**config.mk**
```make
export PLATFORM = sky130hd
export DESIGN_NAME = multicycle_ctrl
export DESIGN_NICKNAME = d
export VERILOG_FILES = /design/src/rtl/mctrl_pkg.sv /design/src/rtl/mctrl_alu_decode.sv /design/src/rtl/multicycle_ctrl.sv
export SDC_FILE = /design/constraint.sdc
export NUM_CORES = 1
export LEC_CHECK = 0
export CORE_AREA = 5 5 61 63
export CTS_BUF_LIST = sky130_fd_sc_hd__clkbuf_8
export CTS_CLUSTER_DIAMETER = 30
export DETAILED_ROUTE_END_ITERATION = 6
export DIE_AREA = 0 0 66 68
export PLACE_DENSITY = 0.84
export SYNTH_ARGS = -nofsm -noshare
export SYNTH_HDL_FRONTEND = slang
export SYNTH_HIERARCHICAL = 1
export SYNTH_SLANG_ARGS = --single-unit
export TNS_END_PERCENT = 30
```
**constraint.sdc**
```tcl
create_clock -name clk -period 4.3 [get_ports clk]
set_input_delay 0.645 -clock clk [delete_from_list [all_inputs] [get_ports clk]]
set_output_delay 0.645 -clock clk [all_outputs]
set_load 0.05 [all_outputs]
```
**src/rtl/mctrl_pkg.sv**
```systemverilog
// Shared types and encodings for the multicycle controller.
// The TRAP state exists only when MCTRL_ILLEGAL_TRAP_EN is defined.
package mctrl_pkg;

    typedef enum logic [3:0] {
        S_FETCH, S_DECODE, S_MEM_ADDR, S_MEM_READ, S_MEM_WB, S_MEM_WRITE,
        S_EXEC_R, S_EXEC_I, S_EXEC_LUI, S_ALU_WB, S_EXEC_B, S_JAL,
        S_EXEC_JALR, S_JALR_PC, S_FAULT
`ifdef MCTRL_ILLEGAL_TRAP_EN
        , S_TRAP
`endif
    } state_t;

    typedef enum logic [1:0] {ALUOP_ADD, ALUOP_SUB, ALUOP_R, ALUOP_I} alu_op_t;

    localparam logic [6:0] OP_LW    = 7'b0000011;
    localparam logic [6:0] OP_SW    = 7'b0100011;
    localparam logic [6:0] OP_R     = 7'b0110011;
    localparam logic [6:0] OP_I     = 7'b0010011;
    localparam logic [6:0] OP_LUI   = 7'b0110111;
    localparam logic [6:0] OP_AUIPC = 7'b0010111;
    localparam logic [6:0] OP_B     = 7'b1100011;
    localparam logic [6:0] OP_JAL   = 7'b1101111;
    localparam logic [6:0] OP_JALR  = 7'b1100111;

    localparam logic [1:0] A_PC = 2'd0, A_OLD_PC = 2'd1, A_RS1 = 2'd2, A_ZERO = 2'd3;
    localparam logic [1:0] B_RS2 = 2'd0, B_IMM = 2'd1, B_CONST4 = 2'd2;
    localparam logic [1:0] RES_ALU_OUT = 2'd0, RES_MEM_DATA = 2'd1, RES_ALU = 2'd2;

    localparam logic [2:0] IMM_I = 3'd0, IMM_S = 3'd1, IMM_B = 3'd2, IMM_U = 3'd3, IMM_J = 3'd4;

    localparam logic [3:0] ALU_ADD  = 4'd0;
    localparam logic [3:0] ALU_SUB  = 4'd1;
    localparam logic [3:0] ALU_SLL  = 4'd2;
    localparam logic [3:0] ALU_SLT  = 4'd3;
    localparam logic [3:0] ALU_SLTU = 4'd4;
    localparam logic [3:0] ALU_XOR  = 4'd5;
    localparam logic [3:0] ALU_SRL  = 4'd6;
    localparam logic [3:0] ALU_SRA  = 4'd7;
    localparam logic [3:0] ALU_OR   = 4'd8;
    localparam logic [3:0] ALU_AND  = 4'd9;

    function automatic logic [2:0] imm_sel_of(input logic [6:0] op);
        case (op)
            OP_SW:           return IMM_S;
            OP_B:            return IMM_B;
            OP_LUI, OP_AUIPC: return IMM_U;
            OP_JAL:          return IMM_J;
            default:         return IMM_I;
        endcase
    endfunction

endpackage

```
**src/rtl/mctrl_alu_decode.sv**
```systemverilog
// Maps the controller's ALU operation class plus funct3/funct7 to an ALU code.
module mctrl_alu_decode
    import mctrl_pkg::*;
#(
    parameter int unsigned ALU_CTRL_W = 4
) (
    input  alu_op_t               i_alu_op,
    input  logic [2:0]            i_funct3,
    input  logic [6:0]            i_funct7,
    output logic [ALU_CTRL_W-1:0] o_alu_control
);

    logic [3:0] w_code;
    logic       w_unused_f7;

    assign w_unused_f7 = ^{i_funct7[6], i_funct7[4:0]};

    // funct7[5] selects SUB only for R-type, SRA for both R- and I-type shifts
    always_comb begin
        w_code = ALU_ADD;
        case (i_alu_op)
            ALUOP_ADD: w_code = ALU_ADD;
            ALUOP_SUB: w_code = ALU_SUB;
            default: begin
                case (i_funct3)
                    3'b000:  w_code = (i_alu_op == ALUOP_R && i_funct7[5]) ? ALU_SUB : ALU_ADD;
                    3'b001:  w_code = ALU_SLL;
                    3'b010:  w_code = ALU_SLT;
                    3'b011:  w_code = ALU_SLTU;
                    3'b100:  w_code = ALU_XOR;
                    3'b101:  w_code = i_funct7[5] ? ALU_SRA : ALU_SRL;
                    3'b110:  w_code = ALU_OR;
                    default: w_code = ALU_AND;
                endcase
            end
        endcase
    end

    assign o_alu_control = ALU_CTRL_W'(w_code);

endmodule

```
**src/rtl/multicycle_ctrl.sv**
```systemverilog
// Multicycle RISC-V style control FSM with memory-wait timeout.
// Optional: define MCTRL_ILLEGAL_TRAP_EN to trap on illegal opcodes
// instead of treating them as a NOP.
module multicycle_ctrl
    import mctrl_pkg::*;
#(
    parameter int unsigned MEM_TIMEOUT = 15,
    parameter int unsigned ALU_CTRL_W  = 4
) (
    input  logic                  clk,
    input  logic                  rst,
    input  logic                  mem_ready,
    input  logic                  alu_zero,
    input  logic                  alu_lt,
    input  logic                  alu_ltu,
    input  logic [6:0]            opcode,
    input  logic [2:0]            funct3,
    input  logic [6:0]            funct7,
    output logic                  instr_flop_wen,
    output logic                  pc_wen,
    output logic                  addr_src,
    output logic                  mem_req,
    output logic                  mem_write,
    output logic                  reg_write,
    output logic [ALU_CTRL_W-1:0] alu_control,
    output logic [2:0]            imm_sel,
    output logic [1:0]            result_src,
    output logic [1:0]            alu_a_src,
    output logic [1:0]            alu_b_src,
    output logic                  fault,
    output logic                  trap
);

    state_t r_state;
    logic [7:0] r_cnt;

    logic w_wait, w_tmo, w_take;
    logic w_ifw, w_pcw, w_addr, w_mreq, w_mwr, w_rwr;
    logic [1:0] w_res, w_a, w_b;
    alu_op_t w_alu_op;
    logic [ALU_CTRL_W-1:0] w_alu_ctrl;

    assign w_wait = (r_state == S_FETCH || r_state == S_MEM_READ || r_state == S_MEM_WRITE) && !mem_ready;
    assign w_tmo  = w_wait && (r_cnt == 8'(MEM_TIMEOUT - 1));

    // Branch condition decode from funct3 and ALU flags
    always_comb begin
        case (funct3)
            3'b000:  w_take = alu_zero;
            3'b001:  w_take = !alu_zero;
            3'b100:  w_take = alu_lt;
            3'b101:  w_take = !alu_lt;
            3'b110:  w_take = alu_ltu;
            3'b111:  w_take = !alu_ltu;
            default: w_take = 1'b0;
        endcase
    end

    // State register and wait-cycle counter
    always_ff @(posedge clk or negedge rst) begin
        if (!rst) begin
            r_state <= S_FETCH;
            r_cnt   <= '0;
        end else begin
            r_cnt <= w_wait ? r_cnt + 8'd1 : '0;
            if (w_tmo) begin
                r_state <= S_FAULT;
            end else begin
                case (r_state)
                    S_FETCH:     if (mem_ready) r_state <= S_DECODE;
                    S_DECODE: begin
                        case (opcode)
                            OP_LW, OP_SW: r_state <= S_MEM_ADDR;
                            OP_R:         r_state <= S_EXEC_R;
                            OP_I:         r_state <= S_EXEC_I;
                            OP_LUI:       r_state <= S_EXEC_LUI;
                            OP_AUIPC:     r_state <= S_ALU_WB;
                            OP_B:         r_state <= S_EXEC_B;
                            OP_JAL:       r_state <= S_JAL;
                            OP_JALR:      r_state <= S_EXEC_JALR;
`ifdef MCTRL_ILLEGAL_TRAP_EN
                            default:      r_state <= S_TRAP;
`else
                            default:      r_state <= S_FETCH;
`endif
                        endcase
                    end
                    S_MEM_ADDR:  r_state <= (opcode == OP_SW) ? S_MEM_WRITE : S_MEM_READ;
                    S_MEM_READ:  if (mem_ready) r_state <= S_MEM_WB;
                    S_MEM_WRITE: if (mem_ready) r_state <= S_FETCH;
                    S_EXEC_R, S_EXEC_I, S_EXEC_LUI: r_state <= S_ALU_WB;
                    S_JAL:       r_state <= S_ALU_WB;
                    S_EXEC_JALR: r_state <= S_JALR_PC;
                    S_JALR_PC:   r_state <= S_ALU_WB;
                    S_FAULT:     r_state <= S_FAULT;
`ifdef MCTRL_ILLEGAL_TRAP_EN
                    S_TRAP:      r_state <= S_TRAP;
`endif
                    default:     r_state <= S_FETCH;
                endcase
            end
        end
    end

    // Per-state datapath strobes; FETCH and EXEC_B depend on same-cycle inputs
    always_comb begin
        w_ifw = 1'b0; w_pcw = 1'b0; w_addr = 1'b0; w_mreq = 1'b0; w_mwr = 1'b0; w_rwr = 1'b0;
        w_res = RES_ALU_OUT; w_a = A_PC; w_b = B_RS2; w_alu_op = ALUOP_ADD;
        case (r_state)
            S_FETCH: begin
                w_mreq = 1'b1; w_a = A_PC; w_b = B_CONST4; w_res = RES_ALU;
                w_ifw = mem_ready; w_pcw = mem_ready;
            end
            S_DECODE:    begin w_a = A_OLD_PC; w_b = B_IMM; end
            S_MEM_ADDR:  begin w_a = A_RS1; w_b = B_IMM; end
            S_MEM_READ:  begin w_addr = 1'b1; w_mreq = 1'b1; end
            S_MEM_WRITE: begin w_addr = 1'b1; w_mreq = 1'b1; w_mwr = 1'b1; end
            S_MEM_WB:    begin w_res = RES_MEM_DATA; w_rwr = 1'b1; end
            S_ALU_WB:    begin w_res = RES_ALU_OUT; w_rwr = 1'b1; end
            S_EXEC_R:    begin w_a = A_RS1; w_b = B_RS2; w_alu_op = ALUOP_R; end
            S_EXEC_I:    begin w_a = A_RS1; w_b = B_IMM; w_alu_op = ALUOP_I; end
            S_EXEC_LUI:  begin w_a = A_ZERO; w_b = B_IMM; end
            S_EXEC_B: begin
                w_a = A_RS1; w_b = B_RS2; w_alu_op = ALUOP_SUB; w_pcw = w_take;
            end
            S_JAL, S_JALR_PC: begin
                w_a = A_OLD_PC; w_b = B_CONST4; w_res = RES_ALU_OUT; w_pcw = 1'b1;
            end
            S_EXEC_JALR: begin w_a = A_RS1; w_b = B_IMM; end
            default: ;
        endcase
    end

    mctrl_alu_decode #(.ALU_CTRL_W(ALU_CTRL_W)) u_alu_decode (
        .i_alu_op      (w_alu_op),
        .i_funct3      (funct3),
        .i_funct7      (funct7),
        .o_alu_control (w_alu_ctrl)
    );

    // Reset forces every output low, abandoning any in-flight memory request
    assign instr_flop_wen = rst & w_ifw;
    assign pc_wen         = rst & w_pcw;
    assign addr_src       = rst & w_addr;
    assign mem_req        = rst & w_mreq;
    assign mem_write      = rst & w_mwr;
    assign reg_write      = rst & w_rwr;
    assign alu_control    = rst ? w_alu_ctrl : '0;
    assign imm_sel        = rst ? imm_sel_of(opcode) : '0;
    assign result_src     = rst ? w_res : '0;
    assign alu_a_src      = rst ? w_a : '0;
    assign alu_b_src      = rst ? w_b : '0;
    assign fault          = rst && (r_state == S_FAULT);
`ifdef MCTRL_ILLEGAL_TRAP_EN
    assign trap           = rst && (r_state == S_TRAP);
`else
    assign trap           = 1'b0;
`endif

endmodule

```
== After elaboration in Yosys (flattened, before gate mapping) ==
Index checks and enable logic that the tools add are counted.
Operators by class
  add/sub/neg operators: 1
  equal/unequal tests: 36
  mux-type cells: 29
  bitwise operators: 6
  reduce and logical (&&, ||, !) cells: 25
Operators by type and width (number)
  4-bit case mux with 8 select lines: 2
  4-bit == test (second input constant): 7
  4-bit case mux with 7 select lines: 1
  7-bit by 6-bit == test with 1-bit output (second input constant): 3
  7-bit == test (second input constant): 3
  4-bit two-way mux: 5
  4-bit by 3-bit == test with 1-bit output (second input constant): 4
  5-bit OR reduction: 3
  7-bit by 5-bit == test with 1-bit output (second input constant): 2
  3-bit == test (second input constant): 4
  2-bit case mux with 3 select lines: 2
  3-bit case mux with 4 select lines: 1
  2-bit OR reduction: 5
  3-bit inequality test (second input constant): 3
  3-bit OR reduction: 3
  8-bit by 1-bit adder with 8-bit output (second input constant): 1
  4-bit by 2-bit == test with 1-bit output (second input constant): 2
  8-bit by 4-bit == test with 1-bit output (second input constant): 1
  8-bit two-way mux: 1
  2-bit case mux with 2 select lines: 2
  4-bit case mux with 2 select lines: 1
  7-bit by 2-bit == test with 1-bit output (second input constant): 1
  1-bit two-way mux: 7
  1-bit bitwise AND: 6
  other kinds (16): 27
Word-level totals
  flip-flop bits (word level): 12
  input port bits: 23
  output and inout bits: 21
  logic and storage cells: 99

== Logic depth before layout (Yosys ltp) ==
Gate-level depths: netlist of run 1.
  word-level depth: 8
  depth in mapped cells: 9
  mapped depth without buffers: 8

== By module ==
The synthesis of run 1 kept the hierarchy.
By module, submodules not included
  multicycle_ctrl: instances 1, cells an instance 167, area each 1246.2 µm², sequential area each 300.3 µm²
  mctrl_alu_decode: instances 1, cells an instance 13, area each 100.1 µm², sequential area each 0.0 µm²

== Least setup slack after synthesis of run 1 ==
OpenSTA, ideal clock, no wires.
  path kind: reg-to-output
  start point: reg r_state[3]
  end point: out alu_a_src[1]
  arrival: 2.098 ns
  required time: 3.655 ns
  setup slack: 1.557 ns
  cell stages (with the launch flop): 5
  path buffers: 1
  path through: dfrtp_1 -> clkbuf_1 -> inv_1 -> or3_1 -> a21boi_0
Between the ends
  longest elaborated chain between the ends: 4
  elaborated cells between the ends (all ways): 13
  classes of those cells: eq/ne: 9; mux: 2; reduce/logical: 2
RTL lines
  start: declaration: line multicycle_ctrl.sv:34  | state_t r_state;
  start signal: assignment: line multicycle_ctrl.sv:88  | S_MEM_ADDR: r_state <= (opcode == OP_SW) ? S_MEM_WRITE : S_MEM_READ;
  4-bit == test, or another cell as far along: line multicycle_ctrl.sv:109  | case (r_state)
  5-bit OR reduction (no source line) or 3-bit OR reduction (tied branches)
  2-bit case mux with 3 select lines *: line multicycle_ctrl.sv:109
  2-bit two-way mux *: line multicycle_ctrl.sv:151  | assign alu_a_src = rst ? w_a : '0;
  end: declaration: line multicycle_ctrl.sv:28  | output logic [1:0] alu_a_src,
Every way passes the cells marked *; elsewhere a longest branch is shown, timed or not.

== Worst setup path in the final report of run 1 ==
  start point: reg r_state[3]
  end point: out alu_control[0]
Between the ends
  longest elaborated chain between the ends: 8
  elaborated cells between the ends (all ways): 12
  classes of those cells: eq/ne: 5; mux: 5; reduce/logical: 2
RTL lines
  4-bit == test or 4-bit by 3-bit == test with 1-bit output (tied branches): line multicycle_ctrl.sv:109
  2-bit case mux with 3 select lines *: line multicycle_ctrl.sv:109
  net w_alu_op[0]: line multicycle_ctrl.sv:40  | alu_op_t w_alu_op;
  2-bit == test: line mctrl_alu_decode.sv:26  | 3'b000: w_code = (i_alu_op == ALUOP_R && i_funct7[5]) ? ALU_SUB : ALU_ADD;
  1-bit logical AND: line mctrl_alu_decode.sv:26
  1-bit two-way mux: line mctrl_alu_decode.sv:26
  4-bit case mux with 7 select lines: line mctrl_alu_decode.sv:25  | case (i_funct3)
  4-bit case mux with 2 select lines *: line mctrl_alu_decode.sv:21  | case (i_alu_op)
  net w_alu_ctrl[0]: line multicycle_ctrl.sv:41  | logic [ALU_CTRL_W-1:0] w_alu_ctrl;
  4-bit two-way mux *: line multicycle_ctrl.sv:148  | assign alu_control = rst ? w_alu_ctrl : '0;
  end: declaration: line multicycle_ctrl.sv:25  | output logic [ALU_CTRL_W-1:0] alu_control,
The timed path passes the listed nets; every way through them passes the cells marked *.

==> results.md, run 1 <==
- Post-synth top flop: dfrtp_1
- Ys async rst share: 100.0%
- Worst Tran Pin Value: 0.7269 ns
- DRC viols: 0
- Synth cell types: 50
- Delay-heaviest family, CP: simple AND/OR/NAND/NOR gates
- Dpl hpwl: 2.584 mm
- Final Max Slew Viols: 0
- First-pass GRT wire length: 6.072 mm
- CTS sink cnt: 12
- Fin crit share: 84.29%
- Total CTS buffers: 3
- Unrepaired setup endpoints after global routing: false
- Req. time, crit path: 3.65 ns
- Global placement routability congestion: 0.7410
- Commonest non-fill, non-tap cell in the layout: clkdlybuf4s50_1
- Pleak: 0.6920 nW
- Vias: 1416
- Vias in the first global route: 1366
- Post-synth top area cell: dfrtp_1
- Register area: 300.3 µm²
- Minimum clock period: 3.625 ns
- WL/cell: 13.95 µm
- PD cells: 440.4 nW/µm²
- Syn Area/Cell: 7.479 µm²
- Core Box Area: 3179 µm²
- Num rows: 21
- Setup CP Type: register to primary output
- Die ar.: 4488 µm²
- Post-synthesis cell area: 1346 µm²
- Final Hold Vio Count: 0
- H-Tree Depth: 1
- Footprint of the multi-input gates: 963.4 µm²
- Antenna violations before repair: 0
- Max-cap violations: 0
- Hold-fix buffers at CTS: 0
- Fmax: 0.2759 GHz
- Hold Path Class: register to register
- Worst skew pair latency: 0.24 ns
- Worst Skew: 0.002163 ns
- Cell Area, Placed: 1719 µm²
- Type of origin of the critical path: register
- Yosys top cell area share: 22.30%
- CP cell instances: nor2b_1 > nand2_1 > a21boi_0 > or2b_1 > a221oi_2 > mux2_2 > and2_1 > clkdlybuf4s50_1
- CP arrival: 2.98 ns
- Slowest library cell on the worst path: clkdlybuf4s50_1
- Drt initial violations: 23
- Area grow syn2layout: 30.76%
- Most frequent cells in the layout: clkdlybuf4s50_1 (36), nor2_1 (17), nand2_1 (12), dfrtp_1 (12)
- Yosys warns: 6
- Via density: 5.553
- #FFs+latches synth: 12
- Post-Synthesis Cells: 180
- Sequential area share after synthesis: 22.30%
- Status: finished, final reports clean
- Top-Level Pins: 44
- Hold_ws: 0.5102 ns
- Final nets: 236
- Slew HR: 51.54%
- Gr usage total: 16.83%
- Worst setup EP type: primary output
- Aggregate global routing overflow: 0
- Largest net degree at the start of global routing: 29
- Post-route cell area: 1760 µm²
- Max incr delay on CP: 0.69 ns
- Clock transition at the registers of the reported paths: 0.05 ns
- Die Height: 68 µm
- WL final: 3.558 mm
- Worst-path fanout max: 19
- Diodes inserted: 0
- CTS tree: built
- Setup repair bufs after CTS: 0
- DR pass1 iterations: 4
- ANT nets after route: 0
- Die width: 66 µm
- Number of flops mapped to enable cells by yosys: 0
- Port Buffers: 36
- Total Power: 0.0007752 W
- Fraction of layout cells with a size suffix above 1: 4.785%
- Final setup viols: 0
- Peak supply drop: 220.6 µV
- Fill count: 323
- Dominant cells by area after synthesis: dfrtp_1 (22%), xor2_1 (5.2%), nor2_1 (4.7%)
- Initial Util: 42.35%
- Clk buf depth: 2
- Root cell of the clock tree: clkbuf_8
- Post-cts resize count: 0
- Setup_tns: 0 ns
- Final Core Density: 55.37%
- Worst Path Buf+Inv: 1
- Synthesized Nets: 205
[cells in the mapped netlist, drive strengths merged (4+ instances only)]
library cell / n
xor2: 8
dfrtp: 12
clkbuf: 6
inv: 6
nor2: 17
a21oi: 11
o21a: 5
and2: 8
nand3: 5
nor2b: 4
and3: 8
o21ai: 11
nor3: 6
or3: 5
buf: 6
nand2: 12
[routing by layer]
layer  routed length (µm)  share of wire (%)  GRT usage [%]
met5                    0                  0              0
met4                   79                2.2          7.360
met3                  171                4.8          2.299
met2                 1747                 49          30.41
met1                 1559                 44          19.90
[stage by stage]
step	worst slack (ns)	cells
floorplan	1.557	180
global placement	0.8248	252
detailed placement	0.7897	252
CTS	0.6861	255
global route	0.5001	255
finish	0.6753	255
[layout make-up]
type	count	area share [%]
Clock buffer	3	2.345
Multi-Input combinational cell	150	54.73
Sequential cell	12	17.06
Tap cell	46	3.269
Timing Repair Buffer	38	21.32
Inverter	6	1.279
[worst paths after layout]
check,start,to,cells past startpoint,slack [ns]
hold / removal,r_cnt[0]$_DFF_PN0_,r_cnt[0]$_DFF_PN0_,1,0.51
setup reg to reg,r_state[1]$_DFFE_PN0P_,r_state[3]$_DFFE_PN0P_,3,2.39
min in group asynchronous,rst,r_cnt[5]$_DFF_PN0_,2,0.76
max in group asynchronous,rst,r_state[1]$_DFFE_PN0P_,2,3.32
setup / recovery,r_state[3]$_DFFE_PN0P_,alu_control[0],8,0.68
hold reg to reg,r_cnt[0]$_DFF_PN0_,r_cnt[0]$_DFF_PN0_,1,0.51
[cells by family after synthesis]
group                    count (synthesis)  share of synthesized area (%)
AO/OA/AOI/OAI                           43                          20.91
XOR/XNOR                                11                          7.157
other                                    1                         0.2785
AND/OR/NAND/NOR                         89                          38.29
buffers and inverters                   18                          6.133
adder cells (fa/ha/maj)                  2                          1.858
flip-flops                              12                          22.30
multiplexers                             4                          3.067
[power breakdown]
part           internal, W  switching, W  total [W]
clock            0.0000615     0.0000386   0.000100
sequential        0.000133     0.0000626   0.000195
combinational     0.000178      0.000302   0.000480
total             0.000372      0.000403   0.000775
[state kept, by name (all words and copies together) (netlist names)]
name     count
r_cnt        8
r_state      4
Power figures use the tool's default switching activity.
==> run 2: changes to the inputs <==
--- a/config.mk
+++ b/config.mk
@@ -5,11 +5,11 @@
 export SDC_FILE = /design/constraint.sdc
 export NUM_CORES = 1
 export LEC_CHECK = 0
-export CORE_AREA = 5 5 61 63
+export CORE_AREA = 5 5 62 64
 export CTS_BUF_LIST = sky130_fd_sc_hd__clkbuf_8
 export CTS_CLUSTER_DIAMETER = 30
 export DETAILED_ROUTE_END_ITERATION = 6
-export DIE_AREA = 0 0 66 68
+export DIE_AREA = 0 0 67 69
 export PLACE_DENSITY = 0.84
 export SYNTH_ARGS = -nofsm -noshare
 export SYNTH_HDL_FRONTEND = slang
==> constraint.sdc (replaced) <==
create_clock -name clk -period 3.01 [get_ports clk]
set_input_delay 0.4515 -clock clk [delete_from_list [all_inputs] [get_ports clk]]
set_output_delay 0.4515 -clock clk [all_outputs]
set_load 0.05 [all_outputs]
==> run 2 against run 1 <==
Setup slack worse by 0.20 ns. Highest routed layer unchanged. Global-route usage is 1.0 points lower. First-iteration DRC count is 43% higher. Routed wire length fell by 0.76%. Clock skew fell by 0.00051 ns.
==> results.md, run 2 (synthesized netlist as in run 1, its figures left out) <==
- Fraction of layout cells with a size suffix above 1: 16.74% (+12 points)
- Final Max Slew Viols: 0 (unchanged)
- M3 GR Usage: 1.948% (-0.35 points)
- Pleak: 0.8187 nW (+18%)
- CTS tree: built
- Peak supply drop: 388.7 µV (+76%)
- Type of origin of the critical path: register
- Vias: 1442 (+1.8%)
- Fmax: 0.3940 GHz
- Worst setup EP type: primary output
- Root cell of the clock tree: clkbuf_8
- Vias in the first global route: 1324 (-3.1%)
- CP Launch Point: r_state[2]$_DFFE_PN0P_
- Antenna violations before repair: 0 (unchanged)
- Via density: 5.525 (-0.50%)
- Post-cts resize count: 0 (unchanged)
- Fin crit share: 84.32%
- Global placement routability congestion: 0.8140 (+9.9%)
- Fill count: 275 (-15%)
- Global Route met1 Usage: 19.20% (-0.70 points)
- Drt initial violations: 33 (+43%)
- FF-to-FF Start: r_state[1]$_DFFE_PN0P_
- Unrepaired setup endpoints after global routing: false
- Finished Layout Cells: 261 (+2.4%)
- Final setup viols: 0 (unchanged)
- Commonest non-fill, non-tap cell in the layout: buf_12
- WL/cell: 13.53 µm (-3.0%)
- Initial Util: 41.66% (-0.69 points)
- Worst skew pair latency: 0.24 ns (about the same)
- CP arrival: 2.09 ns (-0.89 ns)
- Die width: 67 µm (+1.5%)
- Hold Path Class: primary input to asynchronous set/reset pin
- Biggest regs: r_cnt: 8 flops, r_state: 4 flops
- Max-cap violations: 0 (unchanged)
- Total CTS buffers: 3 (unchanged)
- Place WS: 0.5200 ns (-0.2697 ns)
- PD cells: 643.2 nW/µm² (+46%)
- Internal power: 0.0006785 W (+82%)
- Slowest library cell on the worst path: dfrtp_1
- Layer with the highest usage: met2
- Net Switching: 0.0006075 W (+51%)
- Setup_tns: 0 ns (unchanged)
- FF-to-FF End: r_state[3]$_DFFE_PN0P_
- Switching power share of the total: 47.24% (-4.7 points)
- Max incr delay on CP: 0.37 ns (-0.32 ns)
- Gr usage total: 15.81% (-1.0 points)
- Status: finished, final reports clean
- Final Core Density: 61.87% (+6.5 points)
- Largest net degree at the start of global routing: 21 (-28%)
- First-pass GRT wire length: 5.975 mm (-1.6%)
- Worst-path fanout max: 6 (-13)
- R2R cell count: 4 (+1)
- Diodes inserted: 0 (unchanged)
- Final nets: 241 (+2.1%)
- DRC viols: 0 (unchanged)
- Reg2reg setup slack: 1.19 ns (-1.20 ns)
- Aggregate global routing overflow: 0 (unchanged)
- Sequential power share: 17.2% (-8.0 points)
- Max FFs per register: 8 (unchanged)
- H-Tree Depth: 1 (unchanged)
- Comb power frac: 69.3% (+7.4 points)
- Num rows: 21 (unchanged)
- Clock share of power: 13.5% (+0.6 points)
- Hold-fix buffers at CTS: 0 (unchanged)
- Worst setup margin: 0.4720 ns (-0.2033 ns)
- CP cell instances: nor2b_1 > nand2_1 > a21boi_0 > or2b_1 > a221oi_2 > mux2_2 > and2_1 > buf_4
- Met2 usage: 28.49% (-1.9 points)
- Worst Skew: 0.001649 ns (-0.0005142 ns)
- Clock transition at the registers of the reported paths: 0.05 ns (about the same)
- Minimum clock period: 2.538 ns
- Clk buf depth: 2 (unchanged)
- Port Buffers: 36 (unchanged)
- Most frequent cells in the layout: buf_12 (19), nor2_1 (17), clkdlybuf4s50_1 (16)
- Worst Path Buf+Inv: 1 (unchanged)
- Top-Level Pins: 44 (unchanged)
- WL final: 3.531 mm (-0.76%)
- Req. time, crit path: 2.56 ns (-1.09 ns)
- Final Hold Vio Count: 0 (unchanged)
- Dpl cells: 257 (+2.0%)
- Dpl hpwl: 2.698 mm (+4.4%)
- Die ar.: 4623 µm² (+3.0%)
- Core Box Area: 3232 µm² (+1.7%)
- Setup repair bufs after CTS: 0 (unchanged)
- ANT nets after route: 0 (unchanged)
- Die Height: 69 µm (+1.5%)
- Area grow syn2layout: 48.51%
- Largest register by flop count: r_cnt
- Delay-heaviest family, CP: simple AND/OR/NAND/NOR gates
- Setup CP Type: register to primary output
- DR pass1 iterations: 4 (unchanged)
- CTS sink cnt: 12 (unchanged)
## run 2: cell types whose count changed in the layout (fill, tap and decap cells not counted)
cell / previous run / this run
buf_12: 0 / 19
clkbuf_8: 3 / 4
clkdlybuf4s50_1: 36 / 16
buf_4: 2 / 8
## run 2: cell type report
class,count,area [µm²],area share (%)
inverter,6,22.52,1.126
timing repair buffer,43,600.6,30.04
tap,46,57.56,2.879
sequential,12,300.3,15.02
clock buffer,4,55.05,2.753
multi-input combinational,150,963.4,48.19
## run 2: worst max path at each step
stage	end	slack (ns)	depth (start not counted)
finish	alu_control[0]	0.47	8
global route	alu_control[0]	0.35	8
CTS	alu_control[0]	0.45	8
detailed placement	pc_wen	0.52	6
global placement	pc_wen	0.53	6
floorplan	alu_a_src[1]	0.46	4
## run 2: power by group through the flow
stage / sequential, W / combinational (W) / clock [W]
after global placement: 0.000221 / 0.000878 / 0
after floorplan: 0.000213 / 0.000564 / 0
after global routing: 0.000225 / 0.000973 / 0.000189
after CTS: 0.000221 / 0.000897 / 0.000179
final: 0.000221 / 0.000891 / 0.000174
after detailed placement: 0.000223 / 0.000894 / 0
## run 2: worst register-to-register path, delay by kind of cell, from the launching register on
kind                   cells  cell delay (ns)
flip-flops                 1             0.62
multiplexers               1             0.28
AND/OR/NAND/NOR            1             0.38
AO/OA/AOI/OAI              1             0.21
buffers and inverters      1             0.26
## run 2: layer usage
layer	vias up	share of wire (%)	wire length [µm]
li1	718	-	-
met1	678	41	1458
met2	39	52	1852
met3	7	4.8	169
met4	0	1.4	50
met5	-	0	0
## run 2: through the flow
step	power (W)	hold WS, ns	area (µm²)
3_3_place_gp	0.001099	0.4992	1944
3_5_place_dp	0.001117	0.5255	1944
5_1_grt	0.001387	0.4540	1999
6_report	0.001286	0.4468	1999
4_1_cts	0.001297	0.4471	1999
2_1_floorplan	0.0007768	0.1559	1346
==> run 3: changes to the inputs <==
--- a/config.mk
+++ b/config.mk
@@ -5,11 +5,11 @@
 export SDC_FILE = /design/constraint.sdc
 export NUM_CORES = 1
 export LEC_CHECK = 0
-export CORE_AREA = 5 5 62 64
+export CORE_AREA = 5 5 61 63
 export CTS_BUF_LIST = sky130_fd_sc_hd__clkbuf_8
 export CTS_CLUSTER_DIAMETER = 30
 export DETAILED_ROUTE_END_ITERATION = 6
-export DIE_AREA = 0 0 67 69
+export DIE_AREA = 0 0 66 68
 export PLACE_DENSITY = 0.84
 export SYNTH_ARGS = -nofsm -noshare
 export SYNTH_HDL_FRONTEND = slang
==> constraint.sdc (replaced) <==
create_clock -name clk -period 2.5 [get_ports clk]
set_input_delay 0.375 -clock clk [delete_from_list [all_inputs] [get_ports clk]]
set_output_delay 0.375 -clock clk [all_outputs]
set_load 0.05 [all_outputs]
==> run 3 against run 2 <==
Sequential cell count did not move. Global-route usage rose by 1.4 points. Sequential share of layout area fell by 0.26 points. Highest routed layer unchanged.
==> results.md, run 3 (synthesized netlist as in run 1, its figures left out) <==
- Reg2reg setup slack: 0.70 ns (-0.49 ns)
- Commonest non-fill, non-tap cell in the layout: buf_12
- Cell Area, Placed: 1979 µm² (+1.8%)
- CP arrival: 2.01 ns (-0.08 ns)
- Hold-fix buffers at CTS: 0 (unchanged)
- Total CTS buffers: 3 (unchanged)
- Worst Hold Depth: 1
- Largest register by flop count: r_cnt
- Die width: 66 µm (-1.5%)
- R2R cell count: 5 (+1)
- DRC viols: 0 (unchanged)
- Num rows: 21 (unchanged)
- Clock transition at the registers of the reported paths: 0.06 ns (about the same)
- ANT nets after route: 0 (unchanged)
- Vias in the first global route: 1426 (+7.7%)
- Die Height: 68 µm (-1.4%)
- Most used cell, CP: and2_1
- Fraction of layout cells with a size suffix above 1: 18.35% (+1.6 points)
- WL final: 3.706 mm (+5.0%)
- Setup CP Type: register to primary output
- Setup repair bufs after CTS: 0 (unchanged)
- Dpl cells: 260 (+1.2%)
- Most frequent cells in the layout: buf_12 (20), nor2_1 (17), clkdlybuf4s50_1 (16)
- Fin crit share: 95.52%
- WL/cell: 14.04 µm (+3.8%)
- Setup_tns: 0 ns (unchanged)
- Worst Skew: 0.005491 ns (+0.003842 ns)
- Via density: 5.553 (+0.51%)
- Final nets: 244 (+1.2%)
- PD cells: 780.6 nW/µm² (+21%)
- Status: finished, final reports clean
- Vias: 1466 (+1.7%)
- Max-cap violations: 0 (unchanged)
- Gr usage total: 17.26% (+1.4 points)
- Hold_sp: r_cnt[0]$_DFF_PN0_
- Clk buf depth: 2 (unchanged)
- CP Launch Point: r_state[2]$_DFFE_PN0P_
- Worst setup margin: 0.1120 ns (-0.3600 ns)
- Max incr delay on CP: 0.42 ns (+0.05 ns)
- Fmax: 0.4188 GHz
- Req. time, crit path: 2.12 ns (-0.44 ns)
- Area grow syn2layout: 51.12%
- Core Box Area: 3179 µm² (-1.6%)
- Slowest library cell on the worst path: dfrtp_1
- Peak supply drop: 416.7 µV (+7.2%)
- Footprint of the multi-input gates: 963.4 µm² (unchanged)
- CTS sink cnt: 12 (unchanged)
- Port Buffers: 36 (unchanged)
- Biggest regs: r_cnt: 8 flops, r_state: 4 flops
- Final setup viols: 0 (unchanged)
- WHS Endpoint: r_cnt[0]$_DFF_PN0_
- Post-route cell area: 2034 µm² (+1.8%)
- DR pass1 iterations: 5 (+1)
- H-Tree Depth: 1 (unchanged)
- Register area: 300.3 µm² (unchanged)
- Dpl hpwl: 2.876 mm (+6.6%)
- CP cell instances: nor2b_1 > and2_1 > mux2_2 > and2_1 > buf_12
- Largest net degree at the start of global routing: 16 (-24%)
- Finished Layout Cells: 264 (+1.1%)
- Diodes inserted: 0 (unchanged)
- Worst-path fanout max: 6 (unchanged)
- Antenna violations before repair: 0 (unchanged)
- Final Max Slew Viols: 0 (unchanged)
- Top-Level Pins: 44 (unchanged)
- Minimum clock period: 2.388 ns
- Hold Path Class: register to register
- Worst setup EP type: primary output
- Fill count: 269 (-2.2%)
- Aggregate global routing overflow: 0 (unchanged)
- Unrepaired setup endpoints after global routing: false
- Die ar.: 4488 µm² (-2.9%)
- Worst skew pair latency: 0.25 ns (about the same)
- FF-to-FF Start: r_state[2]$_DFFE_PN0P_
- CTS tree: built
- Drt initial violations: 49 (+48%)
- Pleak: 0.8367 nW (+2.2%)
- Final Hold Vio Count: 0 (unchanged)
- Place WS: 0.1529 ns (-0.3671 ns)
- Root cell of the clock tree: clkbuf_8
- Max FFs per register: 8 (unchanged)
- FF-to-FF End: r_state[3]$_DFFE_PN0P_
- Global placement routability congestion: 0.8551 (+5.0%)
- Type of origin of the critical path: register
- Initial Util: 42.35% (+0.69 points)
- First-pass GRT wire length: 6.113 mm (+2.3%)
==> run 3: layout make-up <==
cell class	instances	share of cell area, %
Multi-Input combinational cell	150	47.36
Timing Repair Buffer	46	31.24
Sequential cell	12	14.76
Tap cell	46	2.829
Clock buffer	4	2.706
Inverter	6	1.107
==> run 3: worst max-delay path by stage <==
stage / depth (start not counted) / endpoint
4_1_cts: 9 / alu_control[0]
6_report: 5 / alu_control[0]
3_3_place_gp: 6 / pc_wen
2_1_floorplan: 4 / alu_a_src[1]
3_5_place_dp: 6 / pc_wen
5_1_grt: 5 / alu_control[0]
==> run 3: worst max-delay path: cells and delay by family (launching register included) <==
| family | cells | cell delay [ns] |
|---|---|---|
| buf+inv | 1 | 0.15 |
| flops | 1 | 0.42 |
| simple gates | 3 | 0.84 |
| mux | 1 | 0.34 |
==> run 3: what timing repair did <==
action / 4_1_cts / 5_1_grt
setup endpoints to repair: 0 / 1
gates resized for setup: 0 / 1
hold endpoints to repair: 0 / 0
==> run 3: metal layers <==
| metal | GRT usage, % | share of wire [%] | vias up |
|---|---|---|---|
| met3 | 1.806 | 3.9 | 9 |
| li1 | - | - | 727 |
| met4 | 8.122 | 2.2 | 0 |
| met1 | 20.22 | 43 | 686 |
| met5 | 0 | 0 | - |
| met2 | 31.54 | 51 | 44 |
==> run 3: metrics by stage <==
step	hold WS [ns]	power [W]	util, %
6_report	0.5154	0.001588	63.99
3_5_place_dp	0.5064	0.001368	62.26
3_3_place_gp	0.5034	0.001348	62.26
5_1_grt	0.5335	0.001698	63.99
4_1_cts	0.5136	0.001590	63.99
2_1_floorplan	0.07941	0.0009353	-
==> run 3: report_power, final <==
part / leakage [nW] / switching (W) / total (W) / internal [W]
logic: 0.644 / 0.000636 / 0.00110 / 0.000469
clock network: 0.0288 / 0.0000769 / 0.000216 / 0.000139
registers: 0.164 / 0.0000375 / 0.000267 / 0.000229
